File: src/rtl/rippling_led_monitor_pkg.sv
// Shared state and error encodings for the rippling LED bus monitor.
// The monitor and its encoder import this package.
package rippling_led_monitor_pkg;

   typedef enum logic [1:0] {
      StIdle  = 2'b00,
      StSync  = 2'b01,
      StTrack = 2'b10,
      StErr   = 2'b11
   } mon_state_e;

   typedef enum logic [1:0] {
      ErrNone   = 2'b00,
      ErrOnehot = 2'b01,
      ErrStep   = 2'b10,
      ErrDwell  = 2'b11
   } err_code_e;

   typedef enum logic {
      DirLeft  = 1'b0,
      DirRight = 1'b1
   } dir_e;

   localparam int unsigned StepCntW = 16;

endpackage

File: src/rtl/rippling_led_monitor_onehot_to_pos.sv
// Combinational bus-to-index encoder with a one-hot flag.
// The index is only meaningful when onehot_o is set; all-zero counts as not one-hot.
module rippling_led_monitor_onehot_to_pos #(
   parameter int unsigned WIDTH = 8
) (
   input  logic [WIDTH-1:0]         vec_i,
   output logic [$clog2(WIDTH)-1:0] idx_o,
   output logic                     onehot_o
);

   localparam int unsigned IdxW = $clog2(WIDTH);
   localparam logic [WIDTH-1:0] One = WIDTH'(1);

   always_comb begin
      idx_o = '0;
      for (int unsigned i = 0; i < WIDTH; i++) begin
         if (vec_i[i]) begin
            idx_o = idx_o | IdxW'(i);
         end
      end
   end

   // Clearing the lowest set bit leaves zero only for a single set bit.
   assign onehot_o = (vec_i != '0) && ((vec_i & (vec_i - One)) == '0);

endmodule

File: src/rtl/rippling_led_monitor.sv
// Receive-side checker for the rippling LED bus: locks onto the lit position and flags errors.
// Build option RIPPLE_MON_BIDIR_EN: accept right-rippling streams, direction learned on lock.
module rippling_led_monitor
   import rippling_led_monitor_pkg::*;
#(
   parameter int unsigned WIDTH     = 8,
   parameter int unsigned DWELL_MIN = 4,
   parameter int unsigned DWELL_MAX = 50000000,
   parameter int unsigned CNT_W     = 32
) (
   input  logic                     clk,
   input  logic                     rst_n,
   input  logic [WIDTH-1:0]         led_in,
   input  logic                     clr,
   output logic                     locked,
   output logic                     step_pulse,
   output logic                     err_pulse,
   output logic [1:0]               err_code,
   output logic                     err_sticky,
   output logic [$clog2(WIDTH)-1:0] pos,
   output logic [StepCntW-1:0]      step_count
);

   localparam int unsigned PosW = $clog2(WIDTH);
   localparam logic [CNT_W-1:0] DwellMin = CNT_W'(DWELL_MIN);
   localparam logic [CNT_W-1:0] DwellMax = CNT_W'(DWELL_MAX);
   localparam logic [CNT_W-1:0] DwellOne = CNT_W'(1);
   localparam logic [PosW-1:0]  PosOne   = PosW'(1);

   logic [WIDTH-1:0]    sync1_q, s_q, p_q;
   logic [CNT_W-1:0]    dwell_q, dwell_d;
   mon_state_e          state_q, state_d;
   logic [PosW-1:0]     pos_q, pos_d;
   logic [StepCntW-1:0] step_cnt_q, step_cnt_d;
   err_code_e           err_code_q, err_code_d;
   logic                err_sticky_q, err_sticky_d;
   logic                step_pulse_q, err_pulse_q;

   logic                s_change;
   logic                s_onehot;
   logic [PosW-1:0]     s_idx;
   logic [PosW-1:0]     pos_left;
   logic [PosW-1:0]     pos_exp;
   logic                dwell_short, dwell_long;
   logic                step_hit, err_hit;
   err_code_e           err_kind;

`ifdef RIPPLE_MON_BIDIR_EN
   dir_e                dir_q, dir_d;
   logic [PosW-1:0]     pos_right;
`endif

   rippling_led_monitor_onehot_to_pos #(
      .WIDTH (WIDTH)
   ) u_enc (
      .vec_i    (s_q),
      .idx_o    (s_idx),
      .onehot_o (s_onehot)
   );

   assign s_change    = (s_q != p_q);
   assign pos_left    = pos_q + PosOne;
   assign dwell_short = (dwell_q < DwellMin);
   assign dwell_long  = (dwell_q > DwellMax);

`ifdef RIPPLE_MON_BIDIR_EN
   assign pos_right = pos_q - PosOne;
   assign pos_exp   = (dir_q == DirRight) ? pos_right : pos_left;
`else
   assign pos_exp   = pos_left;
`endif

   // dwell_q counts how long the current s has been stable; on a change it holds the old dwell.
   always_comb begin
      if (s_change) begin
         dwell_d = DwellOne;
      end else if (&dwell_q) begin
         dwell_d = dwell_q;
      end else begin
         dwell_d = dwell_q + DwellOne;
      end
   end

   always_comb begin
      state_d      = state_q;
      pos_d        = pos_q;
      step_cnt_d   = step_cnt_q;
      err_code_d   = err_code_q;
      err_sticky_d = err_sticky_q;
      step_hit     = 1'b0;
      err_hit      = 1'b0;
      err_kind     = ErrNone;
`ifdef RIPPLE_MON_BIDIR_EN
      dir_d        = dir_q;
`endif

      unique case (state_q)
         StIdle, StErr: begin
            if (s_onehot) begin
               state_d = StSync;
               pos_d   = s_idx;
            end
         end

         StSync: begin
            if (s_change) begin
               if (!s_onehot) begin
                  err_hit  = 1'b1;
                  err_kind = ErrOnehot;
               end else if (s_idx == pos_left) begin
                  step_hit = 1'b1;
`ifdef RIPPLE_MON_BIDIR_EN
                  dir_d    = DirLeft;
               end else if (s_idx == pos_right) begin
                  step_hit = 1'b1;
                  dir_d    = DirRight;
`endif
               end else begin
                  err_hit  = 1'b1;
                  err_kind = ErrStep;
               end
            end
         end

         StTrack: begin
            if (s_change) begin
               if (!s_onehot) begin
                  err_hit  = 1'b1;
                  err_kind = ErrOnehot;
               end else if (s_idx != pos_exp) begin
                  err_hit  = 1'b1;
                  err_kind = ErrStep;
               end else if (dwell_short || dwell_long) begin
                  err_hit  = 1'b1;
                  err_kind = ErrDwell;
               end else begin
                  step_hit = 1'b1;
               end
            end else if (dwell_long) begin
               // Stalled bus.
               err_hit  = 1'b1;
               err_kind = ErrDwell;
            end
         end

         default: state_d = StIdle;
      endcase

      if (step_hit) begin
         state_d    = StTrack;
         pos_d      = s_idx;
         step_cnt_d = step_cnt_q + 16'd1;
      end

      if (err_hit) begin
         state_d      = StErr;
         err_code_d   = err_kind;
         err_sticky_d = 1'b1;
      end

      // Clear beats a same-cycle step or error for the counter and sticky flag only.
      if (clr) begin
         step_cnt_d   = '0;
         err_sticky_d = 1'b0;
      end
   end

   always_ff @(posedge clk) begin
      if (!rst_n) begin
         sync1_q      <= '0;
         s_q          <= '0;
         p_q          <= '0;
         dwell_q      <= DwellOne;
         state_q      <= StIdle;
         pos_q        <= '0;
         step_cnt_q   <= '0;
         err_code_q   <= ErrNone;
         err_sticky_q <= 1'b0;
         step_pulse_q <= 1'b0;
         err_pulse_q  <= 1'b0;
      end else begin
         sync1_q      <= led_in;
         s_q          <= sync1_q;
         p_q          <= s_q;
         dwell_q      <= dwell_d;
         state_q      <= state_d;
         pos_q        <= pos_d;
         step_cnt_q   <= step_cnt_d;
         err_code_q   <= err_code_d;
         err_sticky_q <= err_sticky_d;
         step_pulse_q <= step_hit;
         err_pulse_q  <= err_hit;
      end
   end

`ifdef RIPPLE_MON_BIDIR_EN
   always_ff @(posedge clk) begin
      if (!rst_n) begin
         dir_q <= DirLeft;
      end else begin
         dir_q <= dir_d;
      end
   end
`endif

   assign locked     = (state_q == StTrack);
   assign step_pulse = step_pulse_q;
   assign err_pulse  = err_pulse_q;
   assign err_code   = err_code_q;
   assign err_sticky = err_sticky_q;
   assign pos        = pos_q;
   assign step_count = step_cnt_q;

endmodule
File: config.mk
export PLATFORM = sky130hd
export DESIGN_NAME = rippling_led_monitor
export DESIGN_NICKNAME = d
export VERILOG_FILES = /design/src/rtl/rippling_led_monitor_pkg.sv /design/src/rtl/rippling_led_monitor_onehot_to_pos.sv /design/src/rtl/rippling_led_monitor.sv
export SDC_FILE = /design/constraint.sdc
export NUM_CORES = 1
export LEC_CHECK = 0
export ABC_AREA = 1
export BUFFER_PORTS_ARGS = -buffer_cell sky130_fd_sc_hd__buf_2
export CORE_AREA = 2 2 87 89
export CTS_BUF_LIST = sky130_fd_sc_hd__clkbuf_16
export CTS_CLUSTER_DIAMETER = 100
export CTS_CLUSTER_SIZE = 24
export DETAILED_ROUTE_END_ITERATION = 8
export DIE_AREA = 0 0 89 91
export PLACE_DENSITY = 0.78
export RECOVER_POWER = 100
export SYNTH_ARGS = -nofsm -noshare
export SYNTH_HDL_FRONTEND = slang
export SYNTH_SLANG_ARGS = --single-unit
File: constraint.sdc
create_clock -name clk -period 2 [get_ports clk]
set_input_delay 0.3 -clock clk [delete_from_list [all_inputs] [get_ports clk]]
set_output_delay 0.3 -clock clk [all_outputs]
set_load 0.01 [all_outputs]
**After elaboration in Yosys (flattened, before gate mapping)**

Cells that the tools add are included.

- Logic and storage cells: 80
- Register bits: 82

- Magnitude comparators: 2
- Add/sub/neg operators: 4
- Reductions and logical operators: 15
- Equal/unequal tests: 6
- Muxes and demuxes: 40
- Bitwise logic cells: 2

Operators with widths:

| operator | count |
|---|---|
| adder 32 x 1 -> 32 bit (second input constant) | 1 |
| greater-than comparator 32 x 26 -> 1 bit (second input constant) | 1 |
| less-than comparator 32 x 3 -> 1 bit (second input constant) | 1 |
| AND reduction 32 bit | 1 |
| 2-to-1 mux 2 bit | 14 |
| 2-to-1 mux 3 bit | 7 |
| adder 16 x 1 -> 16 bit (second input constant) | 1 |
| 2-to-1 mux 1 bit | 16 |
| AND 8 bit | 1 |
| zero test 8 bit | 1 |
| inequality test 8 bit | 1 |
| nonzero test 8 bit | 1 |
| subtractor 8 x 1 -> 8 bit (second input constant) | 1 |
| nonzero test 3 bit | 2 |
| OR reduction 2 bit | 3 |
| equality test 2 bit (second input constant) | 2 |
| case mux 1 bit (2 select lines) | 2 |
| case mux 2 bit (2 select lines) | 1 |
| AND reduction 2 bit | 2 |
| nonzero test 2 bit | 2 |
| adder 3 x 1 -> 3 bit (second input constant) | 1 |
| equality test 3 bit | 1 |
| inequality test 3 bit | 1 |
| equality test 2 x 1 -> 1 bit (second input constant) | 1 |
| 4 further kinds | 4 |

**Depth between registers and ports, before layout**

Gate-level depths: netlist of the first run.

- Depth in word-level cells: 14
- Depth in mapped cells: 16
- Gate-level depth less buffers: 16

**Cells and area by module**

A second synthesis of the first run with hierarchy kept.

- Cell total of the unflattened synthesis: 635
- Area, all modules: 4264.1 um2

By module, submodules not included:

| module | area each (um2) | cells an instance | sequential area each (um2) | times used |
|---|---|---|---|---|
| rippling_led_monitor | 4113.9 | 601 | 1641.6 | 1 |
| rippling_led_monitor_onehot_to_pos | 150.1 | 34 | 0.0 | 1 |

**Least setup slack after synthesis of the first run**

OpenSTA, ideal clock, no wires.

- Path type: register -> register
- Start: reg pos_q[0] (netlist: pos[0])
- End: reg step_cnt_q[7] (netlist: step_count[7])
- Buffers on the path: 0
- Data arrival time: 1674 ps
- Setup time: 116 ps
- Clock period less this slack: 1789 ps
- Stages on the path, launching flop included: 11
- Setup slack: 211 ps
- Required time: 1884 ps
- Cells stage by stage: dfxtp_1 ha_1 xnor2_1 xor2_1 nand4_1 nor2_4 nand2_8 nor2_4 nand2_1 o21ai_0 nor2_1

- Cells in the longest elaborated chain, start to end: 6
- Elaborated cells on any way between the ends: 10
- Classes of those cells: add/sub (1); eq/ne (2); mux (7)

RTL lines:

| what | RTL line | RTL |
|---|---|---|
| from (decl) | rippling_led_monitor.sv:33 | `logic [PosW-1:0] pos_q, pos_d;` |
| from (signal assigned) | rippling_led_monitor.sv:187 | `pos_q <= pos_d;` |
| adder 3 x 1 -> 3 bit (*) | rippling_led_monitor.sv:62 | `assign pos_left = pos_q + PosOne;` |
| inequality test 3 bit or equality test 3 bit (tied branches) | rippling_led_monitor.sv:130, rippling_led_monitor.sv:110 |  |
| 2-to-1 mux 1 bit (on tied branches) | rippling_led_monitor.sv:130, rippling_led_monitor.sv:110 |  |
| 2-to-1 mux 1 bit (on tied branches) | rippling_led_monitor.sv:127, rippling_led_monitor.sv:107 |  |
| 2-to-1 mux 1 bit (on tied branches) | rippling_led_monitor.sv:126, rippling_led_monitor.sv:106 |  |
| case mux 1 bit (2 select lines) (*) | rippling_led_monitor.sv:97 | `unique case (state_q)` |
| to (signal assigned) | rippling_led_monitor.sv:188 | `step_cnt_q <= step_cnt_d;` |
| to (decl) | rippling_led_monitor.sv:34 | `logic [StepCntW-1:0] step_cnt_q, step_cnt_d;` |

Every way passes the cells marked *; elsewhere a longest branch is shown, timed or not.
A chain may end at the register's enable or synchronous reset.

**Final worst setup path of the first run**

- Start: reg pos_q[0] (netlist: pos[0])
- End: reg step_cnt_q[13] (netlist: step_count[13])

Same word-level chain as after synthesis.

==> flow_metrics.env, run 1 <==
export IMPL_end_kind="flop"
export IMPL_initial_core_util_pct=57.77
export IMPL_setup_viol=0
export IMPL_crit_cells=12
export IMPL_finalHoldViolCount=0
export IMPL_synth_compound_gate_area_share_pct=10.38
export IMPL_syn_inst=616
export IMPL_crit_fanout=4
export IMPL_hold_depth=3
export IMPL_synth_top_family_by_area="simple AND/OR/NAND/NOR gates"
export IMPL_power_total_uw=4012
export IMPL_synthMuxAreaShare_pct=0
export IMPL_status="complete, no violations"
export IMPL_area_growth_pct=19.36
export IMPL_max_slew_worst_pin_slew_ns=0.3625
export IMPL_syn_num_nets=633
export IMPL_cp_num_buf_inv=2
export IMPL_path_clk_slew_ns=0.07
export IMPL_grt_max_degree=30
export IMPL_num_fill_cells=644
export IMPL_fp_dieW_um=89
export IMPL_viasPerCell=5.021
export IMPL_yosys_area_top_type_share_pct=39.82
export IMPL_drive_gt1_share_pct=18.76
export IMPL_grt_pass1_wl_mm=15.20
export IMPL_fmax_mhz=518.4
export IMPL_max_slew_margin_pct=75.74
export IMPL_first_pass_iters=5
export IMPL_synth_cell_type_count=34
export IMPL_fp_coreArea_mm2=0.007137
export IMPL_ys_flop_type="dfxtp_1"
export IMPL_synth_simple_area_share_pct=33.23
export IMPL_grt_antenna_before_repair=0
export IMPL_synth_seq_cells=82
export IMPL_syn_area_mm2=0.004123
export IMPL_cap_violations=0
export IMPL_async_reset_ff_share_pct=0
export IMPL_dieHeight_um=91
export IMPL_synth_area_leaders="dfxtp_1 (40%), nand2_1 (13%), inv_1 (11%)"
export IMPL_crit_type="reg2reg"
export IMPL_cp_arrival_ns=2.16
export IMPL_p_leak_uw=0.002263
export IMPL_cts_made_buffers=9
export IMPL_final_period_utilization_pct=96.44
export IMPL_synth_seq_area_share_pct=39.82
export IMPL_diodes=0
export IMPL_ff_latch_area_mm2=0.001673
export IMPL_synth_most_common_cell="nand2_1"
export IMPL_ios=36
export IMPL_drt_iter0_markers=178
export IMPL_slowest_stage="dfxtp_2"
export IMPL_hold_class="in2reg"
export IMPL_critPathRequiredTime_ns=2.23
export IMPL_htree_levels=3
export IMPL_powerDensity_mw_per_mm2=815.2
export IMPL_cp_top_family="simple AND/OR/NAND/NOR gates"
export IMPL_synth_top_cell_by_area="dfxtp_1"
export IMPL_drc=0
export IMPL_cp_start_kind="flop"
export IMPL_finalClockSkew_ns=0.008479
export IMPL_synth_warnings=0
export IMPL_first_global_vias=3640
export IMPL_synthXorXnorAreaFrac_pct=2.731
export IMPL_dieArea_mm2=0.008099
export IMPL_overflow=0
export IMPL_peakVddDrop_mv=0.6771
export IMPL_min_period_ns=1.929
export IMPL_tritoncts="built"
export IMPL_vias=3896
export IMPL_place_congestion=0.9139
export IMPL_max_stage_delay_ns=0.35
export IMPL_crit_chain="ha_4, xnor2_2, xor2_1, inv_1, nor2_4, inv_1, nor2_2, nand3_1, nor2_2, nand3_1, nand2_1, nor2_1"
export IMPL_synth_edf_count=0
export IMPL_drv_slew=0
export IMPL_synthAdderAreaFrac_pct=1.821
export IMPL_hpwl_mm=6.512
export IMPL_grt_total_usage_pct=23.32
export IMPL_synthTopCellsByCount="nand2_1 (142), inv_1 (120), dfxtp_1 (82), nor2_1 (77), a21oi_1 (35)"
export IMPL_clock_latency_ns=0.34
export IMPL_final_util_pct=68.95
export IMPL_r2r_cells=12
export IMPL_syn_mean_instance_area_um2=6.693
export IMPL_drtAntennaViolNets=0
export IMPL_cts_root_buf="clkbuf_16"
export IMPL_wl_mm=9.115
export IMPL_cts_num_sinks=82
export IMPL_cts_buffer_depth=2
export IMPL_multi_input_area_mm2=0.002086
export IMPL_final_nets=689
export IMPL_rsz0062_at_grt="yes"
export IMPL_wire_per_inst_um=11.75
export IMPL_io_buffers=35
export IMPL_num_rows=31
==> timing repair <==
action	in CTS	in global routing
setup buffers	0	5
hold buffers	0	0
setup endpoints to repair	0	35
gates resized for setup	0	57
==> flip-flops by register name, indices dropped and copies added, names as in the netlist <==
signal / cells
s_q: 8
p_q: 8
err_code: 2
pos: 3
step_count: 16
dwell_q: 32
err_pulse: 1
err_sticky: 1
step_pulse: 1
sync1_q: 8
state_q: 2
==> cell usage in the layout (no fill, tap or decap), drive strengths merged <==
| cell | n |
|---|---|
| clkinvlp | 2 |
| xnor2 | 7 |
| nand2 | 150 |
| dfxtp | 82 |
| clkinv | 1 |
| or2 | 1 |
| nor3 | 14 |
| o21ai | 35 |
| o21a | 6 |
| nand3b | 1 |
| nand4 | 19 |
| ha | 6 |
| nor3b | 3 |
| o21bai | 2 |
| a21oi | 35 |
| a31oi | 1 |
| nand3 | 29 |
| a21boi | 1 |
| nor2 | 86 |
| buf | 38 |
| nor4 | 2 |
| clkbuf | 23 |
| inv | 128 |
| xor2 | 5 |
==> cells by family (layout without fill, tap and decap cells) <==
family          after synthesis  count (layout)
xor+xnor                     12              12
compound gates               80              80
flops                        82              82
buf+inv                     131             192
fa+ha+maj                     6               6
simple gates                305             305
==> report_power, final <==
| group | internal, µW | total [µW] | switching (µW) | leakage [µW] |
|---|---|---|---|---|
| clock | 861 | 1580 | 719 | 0.000133 |
| sequential | 1710 | 1780 | 68.6 | 0.000675 |
| combinational | 247 | 655 | 408 | 0.00145 |
==> worst paths after layout <==
path | startpoint | end | slack (ns)
worst max-delay path | pos[0] | step_count[13] | 0.07
worst min-delay path | led_in[5] | sync1_q[5] | 0.14
worst max register to register | pos[0] | step_count[13] | 0.07
worst min register to register | sync1_q[1] | s_q[1] | 0.41
==> metal layers <==
metal / vias to the layer above / global-route usage, % / routed length (µm)
met5: - / 0 / 0
met4: 0 / 7.960 / 141
met3: 14 / 4.818 / 388
met2: 77 / 39.99 / 4636
met1: 1774 / 28.60 / 3948
li1: 2031 / - / -
==> worst min-delay path, cell delays in order <==
cell and delay, ns:
buf_2 0.07, nand2_1 0.04, inv_1 0.04
==> metrics by stage <==
step	worst slack, ns	hold slack, ns	instances	TNS (ns)	instance area, µm²
floorplan	0.2106	0.3905	616	0	4123
global placement	0.1161	0.3947	755	0	4482
detailed placement	0.04841	0.4041	755	0	4482
CTS	0.01418	0.1289	771	0	4766
global route	-0.1282	0.1473	776	-0.6755	4921
finish	0.07116	0.1377	776	0	4921
==> final cells by class <==
class	count	area share, %
Clock buffer	9	4.577
Timing Repair Buffer	52	5.873
Inverter	124	9.458
Multi-Input combinational cell	403	42.38
Clock inverter	7	1.195
Sequential cell	82	33.99
Tap cell	99	2.517
Power figures use the tool's default switching activity.
==> run 2, diff against run 1 <==
--- a/config.mk
+++ b/config.mk
@@ -7,12 +7,14 @@
 export LEC_CHECK = 0
 export ABC_AREA = 1
 export BUFFER_PORTS_ARGS = -buffer_cell sky130_fd_sc_hd__buf_2
-export CORE_AREA = 2 2 87 89
+export CELL_PAD_IN_SITES_DETAIL_PLACEMENT = 2
+export CELL_PAD_IN_SITES_GLOBAL_PLACEMENT = 2
+export CORE_AREA = 2 2 115 117
 export CTS_BUF_LIST = sky130_fd_sc_hd__clkbuf_16
 export CTS_CLUSTER_DIAMETER = 100
 export CTS_CLUSTER_SIZE = 24
 export DETAILED_ROUTE_END_ITERATION = 8
-export DIE_AREA = 0 0 89 91
+export DIE_AREA = 0 0 117 119
 export PLACE_DENSITY = 0.78
 export RECOVER_POWER = 100
 export SYNTH_ARGS = -nofsm -noshare
==> run 2 against run 1 <==
  * First-iteration DRC count shrank 31%
  * Clock skew shrank 0.0018 ns
  * Routed wire length grew 42%
  * Global-route usage shrank 4.1 points
  * Non-clock buffer count grew 11
  * Sequential share of layout area shrank 1.9 points
  * Highest routed layer unchanged
==> flow_metrics.env, run 2 (synthesized netlist as in run 1, its figures left out) <==
export IMPL_num_rows=42
export IMPL_hold_depth=3
export IMPL_final_common_cell="nand2_1"
export IMPL_num_fill_cells=1566
export IMPL_instances_no_fill=864
export IMPL_diodes=0
export IMPL_place_congestion=0.8273
export IMPL_rsz0062_at_grt="yes"
export IMPL_max_slew_margin_pct=24.48
export IMPL_area_growth_pct=25.58
export IMPL_crit_type="reg2reg"
export IMPL_initial_core_util_pct=32.02
export IMPL_ios=36
export IMPL_hold_class="in2reg"
export IMPL_grt_antenna_before_repair=0
export IMPL_grt_total_usage_pct=19.22
export IMPL_met1Wirelength_mm=5.762
export IMPL_cp_top_family="simple AND/OR/NAND/NOR gates"
export IMPL_cts_num_sinks=82
export IMPL_grt_pass1_wl_mm=21.12
export IMPL_crit_chain="inv_1, ha_1, inv_1, nand4_1, nor2_4, nand4_1, o21bai_1, nand2_1, nor2_1"
export IMPL_finalSetupTns_ns=0
export IMPL_met2_wirelength_mm=6.722
export IMPL_status="complete, no violations"
export IMPL_critPathRequiredTime_ns=2.29
export IMPL_finalHoldViolCount=0
export IMPL_finalClockSkew_ns=0.006694
export IMPL_cp_start_kind="flop"
export IMPL_final_period_utilization_pct=99.20
export IMPL_ff_latch_area_mm2=0.001663
export IMPL_cp_num_buf_inv=2
export IMPL_fp_coreArea_mm2=0.01287
export IMPL_end_kind="flop"
export IMPL_top_layer="met4"
export IMPL_regToRegSetupSlack_ns=0.02
export IMPL_setup_viol=0
export IMPL_cts_made_buffers=9
export IMPL_grt_max_degree=30
export IMPL_drc=0
export IMPL_dieArea_mm2=0.01392
export IMPL_fmax_mhz=504.0
export IMPL_dieHeight_um=119
export IMPL_top_register="dwell_q"
export IMPL_drtAntennaViolNets=0
export IMPL_path_clk_slew_ns=0.06
export IMPL_io_buffers=35
export IMPL_tritoncts="built"
export IMPL_cts_root_buf="clkbuf_16"
export IMPL_cp_arrival_ns=2.27
export IMPL_hpwl_mm=9.151
export IMPL_fp_dieW_um=117
export IMPL_vias=4088
export IMPL_slowest_stage="dfxtp_1"
export IMPL_r2r_cells=9
export IMPL_first_pass_iters=4
export IMPL_htree_levels=3
export IMPL_drt_iter0_markers=123
export IMPL_cap_violations=0
export IMPL_peakVddDrop_mv=0.3993
export IMPL_crit_cells=9
export IMPL_multi_input_area_mm2=0.002163
export IMPL_max_slew_worst_pin_slew_ns=1.133
export IMPL_drv_slew=0
export IMPL_viasPerCell=4.731
export IMPL_p_leak_uw=0.002301
export IMPL_largest_reg_flops=32
export IMPL_overflow=0
export IMPL_drive_gt1_share_pct=20.78
export IMPL_wire_per_inst_um=15.02
export IMPL_max_stage_delay_ns=0.36
export IMPL_min_period_ns=1.984
export IMPL_hold_slack_ns=0.1304
export IMPL_final_nets=700
export IMPL_powerDensity_mw_per_mm2=811.2
export IMPL_crit_fanout=5
export IMPL_layout_common_cells="nand2_1 (134), inv_1 (117), nor2_1 (65), dfxtp_1 (65), a21oi_1 (35)"
export IMPL_first_global_vias=4520
export IMPL_met3WireLength_um=260
export IMPL_cts_buffer_depth=2
export IMPL_wl_mm=12.98
export IMPL_clock_latency_ns=0.35
export IMPL_dp_cells=837
==> run 2: cell count changes in the layout (fill, tap and decap cells not counted), sizes merged <==
| cell | previous run | this run |
|---|---|---|
| clkinv | 1 | 4 |
| buf | 38 | 44 |
| clkbuf | 23 | 28 |
| inv | 128 | 125 |
| clkinvlp | 2 | 1 |
| bufinv | 0 | 1 |
==> run 2: repair_timing <==
action | 4_1_cts | 5_1_grt
gates resized for setup | 6 | 71
pin swaps | 5 | 19
hold endpoints to repair | 0 | 0
endpoints found under the setup margin | 11 | 47
hold buffers | 0 | 0
setup buffers | 3 | 8
==> run 2: worst paths after layout <==
check                                 from        endpoint
worst max-delay path            state_q[0]  step_count[15]
worst min-delay path             led_in[0]      sync1_q[0]
worst max register to register  state_q[0]  step_count[15]
worst min register to register  sync1_q[2]          s_q[2]
==> run 2: worst min-delay path, stage by stage <==
cell	delay (ns)
buf_2	0.07
nand2_1	0.04
inv_1	0.04
==> run 2: power by group <==
| group | leakage [µW] | internal, µW | switching, µW |
|---|---|---|---|
| logic | 0.00148 | 277 | 459 |
| registers | 0.000673 | 1710 | 72.4 |
| clock network | 0.000143 | 965 | 716 |
==> run 2: metrics by stage <==
stage	area (µm²)	setup slack, ns	utilization, %	total power (µW)
2_1_floorplan	4123	0.2106	-	2225
3_3_place_gp	4616	0.06671	35.85	2381
3_5_place_dp	4616	-0.08216	35.85	2421
4_1_cts	4955	-0.006081	38.48	4150
5_1_grt	5177	-0.1614	40.21	4411
6_report	5177	0.01595	40.21	4200
==> run 2: cell type report <==
cell class / instances / share of cell area [%]
flip-flops and latches: 82 / 32.12
clock inverters: 7 / 1.329
repair buffers: 63 / 7.081
multi-input cells: 403 / 41.78
inverters: 124 / 9.087
clock buffers: 9 / 4.350
well taps: 176 / 4.253
==> run 2: routing by layer <==
metal	track usage [%]	vias up
li1	-	2042
met1	22.88	1991
met2	33.89	41
met3	2.952	14
met4	7.941	0
met5	0	-
==> run 3, diff against run 2 <==
--- a/config.mk
+++ b/config.mk
@@ -9,14 +9,13 @@
 export BUFFER_PORTS_ARGS = -buffer_cell sky130_fd_sc_hd__buf_2
 export CELL_PAD_IN_SITES_DETAIL_PLACEMENT = 2
 export CELL_PAD_IN_SITES_GLOBAL_PLACEMENT = 2
-export CORE_AREA = 2 2 115 117
-export CTS_BUF_LIST = sky130_fd_sc_hd__clkbuf_16
+export CORE_AREA = 2 2 114 116
+export CTS_BUF_LIST = sky130_fd_sc_hd__clkbuf_4
 export CTS_CLUSTER_DIAMETER = 100
-export CTS_CLUSTER_SIZE = 24
+export CTS_CLUSTER_SIZE = 40
 export DETAILED_ROUTE_END_ITERATION = 8
-export DIE_AREA = 0 0 117 119
-export PLACE_DENSITY = 0.78
-export RECOVER_POWER = 100
+export DIE_AREA = 0 0 116 118
+export PLACE_DENSITY = 0.79
 export SYNTH_ARGS = -nofsm -noshare
 export SYNTH_HDL_FRONTEND = slang
 export SYNTH_SLANG_ARGS = --single-unit
==> run 3 against run 2 <==
  * The flow now finishes with violations (setup timing)
  * Routed wire length up 10%
  * Highest routed layer unchanged
  * Global-route usage is 0.37 points lower
  * Die area fell by 1.7%
  * Critical endpoint is now err_code[0]
  * Total power decreased by 15%
==> flow_metrics.env, run 3 (synthesized netlist as in run 1, its figures left out) <==
export IMPL_critPathRequiredTime_ns=2.39
export IMPL_fp_dieW_um=116
export IMPL_max_slew_margin_pct=75.53
export IMPL_fin_ws_ns=-0.06599
export IMPL_layout_common_cells="nand2_1 (130), inv_1 (115), nor2_1 (60), dfxtp_1 (60), buf_2 (35)"
export IMPL_cts_made_buffers=9
export IMPL_r2r_end="err_code[0]"
export IMPL_cp_start_kind="flop"
export IMPL_cts_root_buf="clkbuf_4"
export IMPL_use_met1_pct=21.22
export IMPL_instances_no_fill=875
export IMPL_drive_gt1_share_pct=27.17
export IMPL_viasPerCell=4.786
export IMPL_drt_iter0_markers=139
export IMPL_internal_power_uw=2282
export IMPL_dp_cells=832
export IMPL_crit_top_cell="nand2_1"
export IMPL_cp_num_buf_inv=0
export IMPL_peakVddDrop_mv=0.4244
export IMPL_max_stage_delay_ns=0.40
export IMPL_dieHeight_um=118
export IMPL_grt_antenna_before_repair=0
export IMPL_crit_type="reg2reg"
export IMPL_crit_cells=14
export IMPL_crit_chain="nor2_4, nand2_1, nand2_1, nand2_2, nor2_2, nand3_2, nor2_2, nand4_1, nand2_1, nand2_1, nand2_4, nand2_1, nand2_1, nor2_1"
export IMPL_endpoint="err_code[0]"
export IMPL_violations="setup timing"
export IMPL_first_pass_iters=5
export IMPL_final_nets=715
export IMPL_max_slew_worst_pin_slew_ns=0.3643
export IMPL_diodes=0
export IMPL_grt_busiest_layer="met2"
export IMPL_cts_buffer_depth=2
export IMPL_dieArea_mm2=0.01369
export IMPL_cp_arrival_ns=2.45
export IMPL_timing_rr_start="s_q[0]"
export IMPL_cts_num_sinks=82
export IMPL_met3_usage_pct=4.274
export IMPL_power_frac_comb_pct=23.7
export IMPL_hold_slack_ns=0.1942
export IMPL_p_leak_uw=0.002418
export IMPL_path_clk_slew_ns=0.15
export IMPL_wire_per_inst_um=16.32
export IMPL_drv_slew=0
export IMPL_first_global_vias=4463
export IMPL_rsz0062_at_grt="yes"
export IMPL_hold_class="in2reg"
export IMPL_wl_mm=14.28
export IMPL_drtAntennaViolNets=0
export IMPL_hpwl_mm=9.083
export IMPL_end_kind="flop"
export IMPL_overflow=0
export IMPL_top_register="dwell_q"
export IMPL_finalSetupTns_ns=-0.1486
export IMPL_initial_core_util_pct=33.21
export IMPL_clock_latency_ns=0.48
export IMPL_setup_viol=3
export IMPL_sw_frac_of_total_pct=35.79
export IMPL_num_fill_cells=1461
export IMPL_tritoncts="built"
export IMPL_min_period_ns=2.066
export IMPL_seq_power_share_pct=50.0
export IMPL_fmax_mhz=484.0
export IMPL_status="complete, but fails checks"
export IMPL_fp_coreArea_mm2=0.01241
export IMPL_startpoint="s_q[0]"
export IMPL_finalClockSkew_ns=0.01813
export IMPL_cap_violations=0
export IMPL_num_rows=41
export IMPL_drc=0
export IMPL_final_common_cell="nand2_1"
export IMPL_r2r_cells=14
export IMPL_htree_levels=3
export IMPL_area_growth_pct=28.16
export IMPL_slowest_stage="dfxtp_4"
export IMPL_vias=4188
export IMPL_ios=36
export IMPL_finalHoldViolCount=0
export IMPL_io_buffers=35
export IMPL_grt_max_degree=30
export IMPL_final_period_utilization_pct=103.3
export IMPL_regToRegSetupSlack_ns=-0.07
export IMPL_final_util_pct=42.56
export IMPL_met2_usage_pct=34.61
export IMPL_place_congestion=0.8066
export IMPL_grt_total_usage_pct=18.84
export IMPL_power_switching_uw=1272
export IMPL_largest_reg_flops=32
export IMPL_grt_pass1_wl_mm=20.58
export IMPL_crit_fanout=8
export IMPL_cp_top_family="simple AND/OR/NAND/NOR gates"
export IMPL_p_clk_share_pct=26.3
export IMPL_powerDensity_mw_per_mm2=672.7
run 3: changes by cell type in the layout (fill, tap and decap cells not counted), sizes merged:
cell,before,now
buf,44,70
clkbuf,28,9
inv,125,126
bufinv,1,0
dlygate4sd3,0,8
run 3: cell type report:
cell class / instances / area [µm²] / area share (%)
Tap cell: 172 / 215.2 / 4.073
Sequential cell: 82 / 1689 / 31.97
Timing Repair Buffer: 78 / 538.0 / 10.18
Inverter: 124 / 478.0 / 9.046
Clock inverter: 7 / 52.55 / 0.9946
Multi-Input combinational cell: 403 / 2243 / 42.46
Clock buffer: 9 / 67.56 / 1.279
run 3: worst register-to-register path, delay by kind of cell (launching register included):
| family | cells | cell delay (ns) |
|---|---|---|
| flops | 1 | 0.40 |
| simple gates | 14 | 1.59 |
run 3: repair_timing:
action,CTS,global route
pin swaps,6,38
resized for setup,11,103
endpoints found under the setup margin,13,46
hold buffers,8,0
hold endpoints to repair,8,0
buffers inserted,3,16
run 3: through the flow:
| step | total power [µW] | area [µm²] | setup slack (ns) |
|---|---|---|---|
| 2_1_floorplan | 2225 | 4123 | 0.2106 |
| 3_3_place_gp | 2384 | 4603 | 0.07033 |
| 3_5_place_dp | 2423 | 4603 | -0.03157 |
| 4_1_cts | 3415 | 4861 | 0.001574 |
| 5_1_grt | 3774 | 5284 | -0.1989 |
| 6_report | 3554 | 5284 | -0.06599 |
run 3: power groups by stage:
stage	Sequential [µW]	Clock, µW	Combinational, µW
after detailed placement	1800	0	621
after floorplan	1800	0	422
after global placement	1800	0	589
final	1780	934	842
after global routing	1790	1050	938
after CTS	1770	974	673
run 3: how the worst min path moves through the flow:
stage	from	endpoint	slack (ns)	cells after the start
after floorplan	sync1_q[0]	s_q[0]	0.39	2
after global placement	sync1_q[4]	s_q[4]	0.39	2
after detailed placement	sync1_q[6]	s_q[6]	0.41	2
after CTS	rst_n	err_pulse	0.17	3
after global routing	rst_n	err_pulse	0.19	3
final	rst_n	err_pulse	0.19	3
run 3: layer usage:
layer  vias to the layer above  wire, µm
li1                       2073         -
met3                        24       295
met1                      2046      5911
met5                         -         0
met4                         0       256
met2                        45      7819
